==> config.mk <==
export PLATFORM = sky130hd
export DESIGN_NAME = tlc_phase_arbiter
export DESIGN_NICKNAME = d
export VERILOG_FILES = /design/src/rtl/tlc_phase_arbiter.sv
export SDC_FILE = /design/constraint.sdc
export NUM_CORES = 1
export LEC_CHECK = 0
export ABC_AREA = 0
export CAP_MARGIN = 10
export CORE_MARGIN = 2
export CORE_UTILIZATION = 30
export CTS_BUF_LIST = sky130_fd_sc_hd__clkbuf_8
export CTS_CLUSTER_DIAMETER = 50
export DETAILED_ROUTE_END_ITERATION = 16
export PLACE_DENSITY_LB_ADDON = 0.2
export SKIP_LAST_GASP = 1
export SLEW_MARGIN = 10
export SYNTH_ARGS = -nofsm -noshare
export SYNTH_HDL_FRONTEND = slang
export SYNTH_SLANG_ARGS = --single-unit
==> constraint.sdc <==
create_clock -name clk_i -period 4.2 [get_ports clk_i]
set_clock_uncertainty 0.1 [all_clocks]
set_input_delay 0.63 -clock clk_i [delete_from_list [all_inputs] [get_ports clk_i]]
set_output_delay 0.63 -clock clk_i [all_outputs]
set_load 0.03 [all_outputs]
==> src/rtl/tlc_phase_arbiter.sv <==
// Request latch and phase scheduler in front of the 5-phase traffic light sequencer.
// Winner priority: emergency preempt, then lowest aged phase, then round-robin from rr_ptr.
module tlc_phase_arbiter #(
  parameter int NPH       = 5,
  parameter int WAIT_W    = 4,
  parameter int AGE_LIMIT = 12
) (
  input  logic           clk_i,
  input  logic           rst_ni,
  input  logic [NPH-1:0] req_i,
  input  logic           preempt_valid_i,
  input  logic [2:0]     preempt_phase_i,
  output logic           grant_valid_o,
  output logic [2:0]     grant_phase_o,
  input  logic           grant_ready_i,
  input  logic           phase_done_i,
  output logic           abort_req_o,
  output logic [NPH-1:0] pending_o,
  output logic [NPH-1:0] aged_o,
  output logic           busy_o
);

  typedef enum logic [1:0] {
    S_IDLE  = 2'd0,
    S_OFFER = 2'd1,
    S_SERVE = 2'd2
  } state_e;

  localparam logic [WAIT_W-1:0] WAIT_MAX = '1;
  localparam logic [WAIT_W-1:0] AGE_LIM  = WAIT_W'(AGE_LIMIT);
  localparam logic [2:0]        LAST_PH  = 3'(NPH - 1);

  state_e            state_q;
  logic              grant_valid_q;
  logic [2:0]        grant_phase_q;
  logic              abort_q;
  logic [2:0]        rr_ptr_q;
  logic [NPH-1:0]    pending_q, pending_d;
  logic [WAIT_W-1:0] wait_q [NPH];
  logic [WAIT_W-1:0] wait_d [NPH];

  logic              pre_ok_s, accept_s, done_s, cand_s;
  logic [2:0]        win_s;
  logic [3:0]        rr_idx_s;
  logic [NPH-1:0]    is_gp_s, serving_s, pre_hit_s, aged_s;

  assign pre_ok_s = preempt_valid_i && ({1'b0, preempt_phase_i} < 4'(NPH));
  assign accept_s = (state_q == S_OFFER) && grant_ready_i;
  assign done_s   = (state_q == S_SERVE) && phase_done_i;

  // Per-phase decode of the current grant, preempt target and aging
  always_comb begin
    is_gp_s   = '0;
    serving_s = '0;
    pre_hit_s = '0;
    aged_s    = '0;
    for (int i = 0; i < NPH; i++) begin
      is_gp_s[i]   = (grant_phase_q == 3'(i));
      serving_s[i] = (state_q == S_SERVE) && is_gp_s[i];
      pre_hit_s[i] = pre_ok_s && (preempt_phase_i == 3'(i));
      aged_s[i]    = pending_q[i] && (wait_q[i] >= AGE_LIM);
    end
  end

  // Pending latch and wait counters; acceptance beats a same-edge request
  always_comb begin
    pending_d = pending_q;
    for (int i = 0; i < NPH; i++) begin
      wait_d[i] = wait_q[i];
      if (done_s && is_gp_s[i]) begin
        pending_d[i] = req_i[i];
      end else if (accept_s && is_gp_s[i]) begin
        pending_d[i] = 1'b0;
      end else if ((req_i[i] || pre_hit_s[i]) && !serving_s[i]) begin
        pending_d[i] = 1'b1;
      end else begin
        pending_d[i] = pending_q[i];
      end
      if (accept_s && is_gp_s[i]) begin
        wait_d[i] = '0;
      end else if (pending_q[i] && !serving_s[i] && (wait_q[i] != WAIT_MAX)) begin
        wait_d[i] = wait_q[i] + WAIT_W'(1);
      end else begin
        wait_d[i] = wait_q[i];
      end
    end
  end

  // Winner selection; loops run downward so the last hit is the preferred one
  always_comb begin
    cand_s   = 1'b0;
    win_s    = 3'd0;
    rr_idx_s = 4'd0;
    if (pre_ok_s) begin
      cand_s = 1'b1;
      win_s  = preempt_phase_i;
    end else if (|aged_s) begin
      cand_s = 1'b1;
      for (int i = NPH - 1; i >= 0; i--) begin
        win_s = aged_s[i] ? 3'(i) : win_s;
      end
    end else begin
      cand_s = |pending_q;
      for (int k = NPH - 1; k >= 0; k--) begin
        rr_idx_s = {1'b0, rr_ptr_q} + 4'(k);
        rr_idx_s = (rr_idx_s >= 4'(NPH)) ? (rr_idx_s - 4'(NPH)) : rr_idx_s;
        win_s    = pending_q[rr_idx_s[2:0]] ? rr_idx_s[2:0] : win_s;
      end
    end
  end

  // Pending and wait-counter state
  always_ff @(posedge clk_i or negedge rst_ni) begin
    if (!rst_ni) begin
      pending_q <= '0;
      for (int i = 0; i < NPH; i++) begin
        wait_q[i] <= '0;
      end
    end else begin
      pending_q <= pending_d;
      wait_q    <= wait_d;
    end
  end

  // Handshake FSM with registered grant, abort and round-robin pointer
  always_ff @(posedge clk_i or negedge rst_ni) begin
    if (!rst_ni) begin
      state_q       <= S_IDLE;
      grant_valid_q <= 1'b0;
      grant_phase_q <= 3'd0;
      abort_q       <= 1'b0;
      rr_ptr_q      <= 3'd0;
    end else begin
      case (state_q)
        S_IDLE: begin
          abort_q <= 1'b0;
          if (cand_s) begin
            state_q       <= S_OFFER;
            grant_valid_q <= 1'b1;
            grant_phase_q <= win_s;
          end else begin
            state_q <= S_IDLE;
          end
        end
        S_OFFER: begin
          if (grant_ready_i) begin
            state_q       <= S_SERVE;
            grant_valid_q <= 1'b0;
          end else begin
            state_q <= S_OFFER;
          end
        end
        S_SERVE: begin
          if (phase_done_i) begin
            state_q  <= S_IDLE;
            abort_q  <= 1'b0;
            rr_ptr_q <= (grant_phase_q == LAST_PH) ? 3'd0 : (grant_phase_q + 3'd1);
          end else begin
            abort_q <= pre_ok_s && (preempt_phase_i != grant_phase_q);
          end
        end
        default: begin
          state_q       <= S_IDLE;
          grant_valid_q <= 1'b0;
          abort_q       <= 1'b0;
        end
      endcase
    end
  end

  assign grant_valid_o = grant_valid_q;
  assign grant_phase_o = grant_phase_q;
  assign abort_req_o   = abort_q;
  assign pending_o     = pending_q;
  assign aged_o        = aged_s;
  assign busy_o        = (state_q != S_IDLE);

endmodule

* Word-level counts from Yosys, hierarchy flattened
Cells that the tools add are included.
** Word-level totals
- Logic and storage cells :: 203
- Bits in writable memories :: 0
- Bits in read-only memories :: 0
- Memories kept :: 0
- Bits in latches :: 0
- Bits in registers :: 35
** Operators by class
- Reduce and logical (&&, ||, !) cells :: 73
- Div/mod/pow operators :: 0
- Equal/unequal tests :: 19
- Bitwise gates (word level) :: 1
- Order comparisons :: 16
- Shifts and indexed selects :: 0
- Multiplexer cells :: 64
- Multipliers :: 0
- Add/subtract/negate cells :: 15
** Operators by type and width (count)
- two-way mux 3 bit :: 18
- logical AND 1 bit :: 44
- two-way mux 4 bit :: 10
- two-way mux 1 bit :: 26
- adder 4 x 1 -> 4 bit (second input constant) :: 5
- >= comparator 4 bit (second input constant) :: 5
- < comparator 3 x 4 -> 1 bit (second input constant) :: 5
- inequality test 4 bit (second input constant) :: 5
- >= comparator 4 x 3 -> 1 bit (second input constant) :: 4
- binary-select mux 1 bit (select 3 bit) :: 5
- nonzero test 3 bit :: 5
- subtractor 3 bit (second input constant) :: 5
- == test 3 x 2 -> 1 bit (second input constant) :: 4
- nonzero test 2 bit :: 6
- OR reduction 5 bit :: 2
- adder 3 x 2 -> 4 bit (second input constant) :: 2
- == test 3 x 1 -> 1 bit (second input constant) :: 2
- == test 3 bit (second input constant) :: 2
- logical NOT 3 bit :: 2
- inequality test 2 bit (second input constant) :: 3
- one-hot mux 2 bit (3 select lines) :: 1
- logical NOT 1 bit :: 5
- logical OR 1 bit :: 5
- adder 3 x 1 -> 4 bit (second input constant) :: 1
- other kinds (14) :: 16

* Logic depth before layout (Yosys ltp)
- Depth after elaboration :: 12
- Gate-level depth with buffers :: 13
- Gate-level depth less buffers :: 11

* Worst setup path after synthesis
Ideal clock, no wire load.
- Path kind :: reg-to-reg
- Start :: register rr_ptr_q[0]
- End :: register grant_phase_q[2] (netlist: grant_phase_o[2])
- Library setup time :: 0.152 ns
- Period minus slack after synthesis :: 2.999 ns
- Setup slack :: 1.201 ns
- Required time :: 3.948 ns
- Arrival :: 2.747 ns
- Stages on the path, launching flop included :: 14
- Buffers on the path :: 2
- Cell sequence :: dfrtp_1 > buf_6 > buf_12 > inv_2 > ha_1 > inv_1 > fa_1 > a21oi_2 > mux2i_1 > o22ai_1 > a2111oi_4 > a21oi_1 > o2111ai_1 > a41oi_2
** Between the ends
- Cells in the longest elaborated chain, start to end :: 12
- Elaborated cells on any way between the ends :: 36
** Ends and longest elaborated chain
- start, declared :: line 37 : logic [2:0] rr_ptr_q;
- start signal, assigned :: line 157 : rr_ptr_q <= (grant_phase_q == LAST_PH) ? 3'd0 : (grant_phase_q + 3'd1);
- adder 3 x 3 -> 4 bit :: line 105 : rr_idx_s = {1'b0, rr_ptr_q} + 4'(k);
- >= comparator 4 x 3 -> 1 bit / subtractor 3 bit (equally long branches) :: line 106 : rr_idx_s = (rr_idx_s >= 4'(NPH)) ? (rr_idx_s - 4'(NPH)) : rr_idx_s;
- two-way mux 3 bit :: line 106
- binary-select mux 1 bit (select 3 bit) :: line 107 : win_s = pending_q[rr_idx_s[2:0]] ? rr_idx_s[2:0] : win_s;
- two-way mux 1 bit (implied by the code) :: line 107
- two-way mux 3 bit (4 in series) :: line 107
- two-way mux 3 bit (*) :: line 107
- two-way mux 3 bit (*) :: line 97 : end else if (|aged_s) begin
- two-way mux 3 bit (*) :: line 94 : if (pre_ok_s) begin
- end signal, assigned :: line 140 : grant_phase_q <= win_s;
- end, declared :: line 35 : logic [2:0] grant_phase_q;
Mark *: on every way between the ends. The rest lies on a longest branch, timed or not. The select of a mux whose other input is x is not followed.
A chain may end at the register's enable or synchronous reset.

* Worst setup path in the final report
- Start :: register rr_ptr_q[2]
- End :: register grant_phase_q[2] (netlist: grant_phase_o[2])
Same word-level chain as after synthesis.

==> flow_summary.ini <==
[outcome]
outcome = finished, final reports clean

[setup_path]
critical_path_class = reg2reg
start_kind = flip-flop
critPathRequiredTime_ns = 4.23
end_kind = flip-flop
cp_max_fo = 15
arrival_ns = 3.39

[clock_tree]
insertion_delay_ns = 0.28
cts_buffers = 5
clk_path_buf_depth = 2
cts_setup_buffers = 0
cts_root_buffer = clkbuf_8
cts.htree.levels = 2
clkTransAtPathRegs_ns = 0.07
clock-sinks = 35
cts_tree = yes
cts_hold_buf = 0
cts.repair.resized = 0

[power]
ir_drop_uv = 319
total_power_uw = 3170
power.density_mw_per_mm2 = 881
cellLeakagePower_uw = 0.00148

[floorplanning]
rows = 37
coreArea_sq_mm = 0.0103
die_h_um = 107
die-area_sq_mm = 0.0114
die_w_um = 107
io_pins = 29
floorplan.initialDensity = 0.309

[global_routing]
grt_util_all_layers = 0.156
grt_antenna_before_repair = 0
grt_pass1_wl_um = 14300
grt_max_degree = 36
overflow = 0
grt_pass1_vias = 2730

[cells_and_area]
drive_gt1_frac = 0.0863
nets = 425
nFillCells = 1097
stdcell_area_sq_mm = 0.00360
areaGrowthSynthToFinish_pct = 13.4
antenna_cells = 0
postLayoutCoreUtil = 0.350
stdcell_count = 530

[yosys]
syn_nets = 410
syn_area_sq_mm = 0.00317
yosys_warnings = 0
async_reset_ff_frac = 1.00
yosysSeqAreaShare = 0.276
synth_ff_type = dfrtp_1
syn_area_per_cell_sq_um = 8.39
yosysUniqueCellTypes = 65
synth_edf_count = 0
ys_seq_elements = 35
syn_inst = 378

[place]
placedCellCount = 522
portBuffers = 28
routabilityCongestion = 0.879
placed_area_sq_mm = 0.00350
dp_hpwl_um = 6350

[timing]
fin_crit_sh = 0.799
relSlewSlack = 0.454
finalHoldViolations = 0
fmax_mhz = 298
min_period_ns = 3.36
rsz0062_at_grt = false
drv_slew = 0
tns_ns = 0
setup_violations = 0
worst_pin_slew_ns = 0.820

[route]
drtAntennaViolNets = 0
drt_iter0_markers = 147
drt-pass1-iter-count = 4
vias_per_cell = 5.35
routed_wl_um = 8480
drc = 0
vias = 2837
drt-wirelength-per-cell_um = 16.0

[hold_path]
hold_class = in2async

[job]
cap_viol_max_count = 0
[final cells by class]
cell class / instances / area, sq um / area share
Clock buffer: 7 / 96.3 / 0.0268
Clock inverter: 1 / 3.75 / 0.00104
Inverter: 14 / 52.6 / 0.0146
Multi-Input combinational cell: 308 / 2120 / 0.588
Sequential cell: 35 / 876 / 0.243
Tap cell: 136 / 170 / 0.0473
Timing Repair Buffer: 29 / 283 / 0.0786
[cell usage after synthesis (all sizes together), types with 6 or more instances]
library cell	number	area (sq um)
and3	12	75.1
or2	7	43.8
mux2i	9	90.1
buf	10	86.3
nand4	7	43.8
xnor2	11	96.3
nor3	6	30.0
ha	18	225
nor2	47	184
clkbuf	11	41.3
nand3	20	100
inv	14	52.6
xor2	12	105
a21oi	21	120
dfrtp	35	876
nor3b	12	95.1
o21ai	24	120
nand2	27	101
[registers in the layout, indices dropped and copies added (netlist names)]
name,count
abort_req_o,1
pending_o,5
grant_valid_o,1
wait_q,20
rr_ptr_q,3
state_q,2
grant_phase_o,3
[report_power, final]
group / internal [uW] / leakage [uW] / switching [uW]
combinational: 904 / 0.00102 / 1250
sequential: 503 / 0.000405 / 239
clock: 147 / 0.0000557 / 123
total: 1550 / 0.00148 / 1620
[cell usage in the layout (no fill, tap or decap), types with 7 or more instances in the layout]
master / synthesis / final
nor2_1: 46 / 46
dfrtp_1: 35 / 35
nand2_1: 27 / 27
clkdlybuf4s50_1: 0 / 27
o21ai_0: 24 / 24
nand3_1: 20 / 20
a21oi_1: 19 / 19
ha_1: 18 / 18
inv_1: 13 / 14
and3_1: 12 / 12
xor2_1: 12 / 12
nor3b_1: 11 / 11
xnor2_1: 11 / 11
mux2i_1: 9 / 9
nand4_1: 7 / 7
clkbuf_8: 0 / 7
[through the flow]
step	setup slack (ns)	hold slack, ns
2_1_floorplan	1.20	0.234
3_3_place_gp	0.974	0.374
3_5_place_dp	0.885	0.374
4_1_cts	0.858	0.370
5_1_grt	0.502	0.401
6_report	0.843	0.341
[final timing paths]
path	slack (ns)	endpoint	from	cells after the start
worst max-delay path	0.84	grant_phase_o[2]	rr_ptr_q[2]	9
worst min-delay path	0.34	wait_q[2]	rst_ni	1
worst max register to register	0.84	grant_phase_o[2]	rr_ptr_q[2]	9
worst min register to register	0.40	grant_valid_o	grant_valid_o	1
max in group asynchronous	3.15	wait_q[16]	rst_ni	1
min in group clk_i	0.40	grant_valid_o	grant_valid_o	1
[layer usage]
metal / global-route usage / share of wire
met1: 0.229 / 0.51
met2: 0.244 / 0.45
met3: 0.0170 / 0.034
met4: 0.0371 / 0.013
met5: 0 / 0
[worst max-delay path, stage by stage, from the launching register on]
cell       delay (ns)
dfrtp_1          0.72
inv_1            0.24
ha_1             0.43
a21oi_2          0.44
mux2i_1          0.25
o22ai_1          0.13
a2111oi_4        0.41
a21oi_1          0.08
o2111ai_1        0.26
a41oi_2          0.14
[logic make-up (layout without fill, tap and decap cells)]
family,Yosys count,after routing,share of synthesized area
buffers and inverters,35,51,0.0568
flip-flops,35,35,0.276
multiplexers,13,13,0.0426
XOR/XNOR,23,23,0.0635
AO/OA/AOI/OAI,83,83,0.195
AND/OR/NAND/NOR,170,170,0.289
adder cells (fa/ha/maj),19,19,0.0773
No activity file was read; power rests on OpenSTA's default activity.
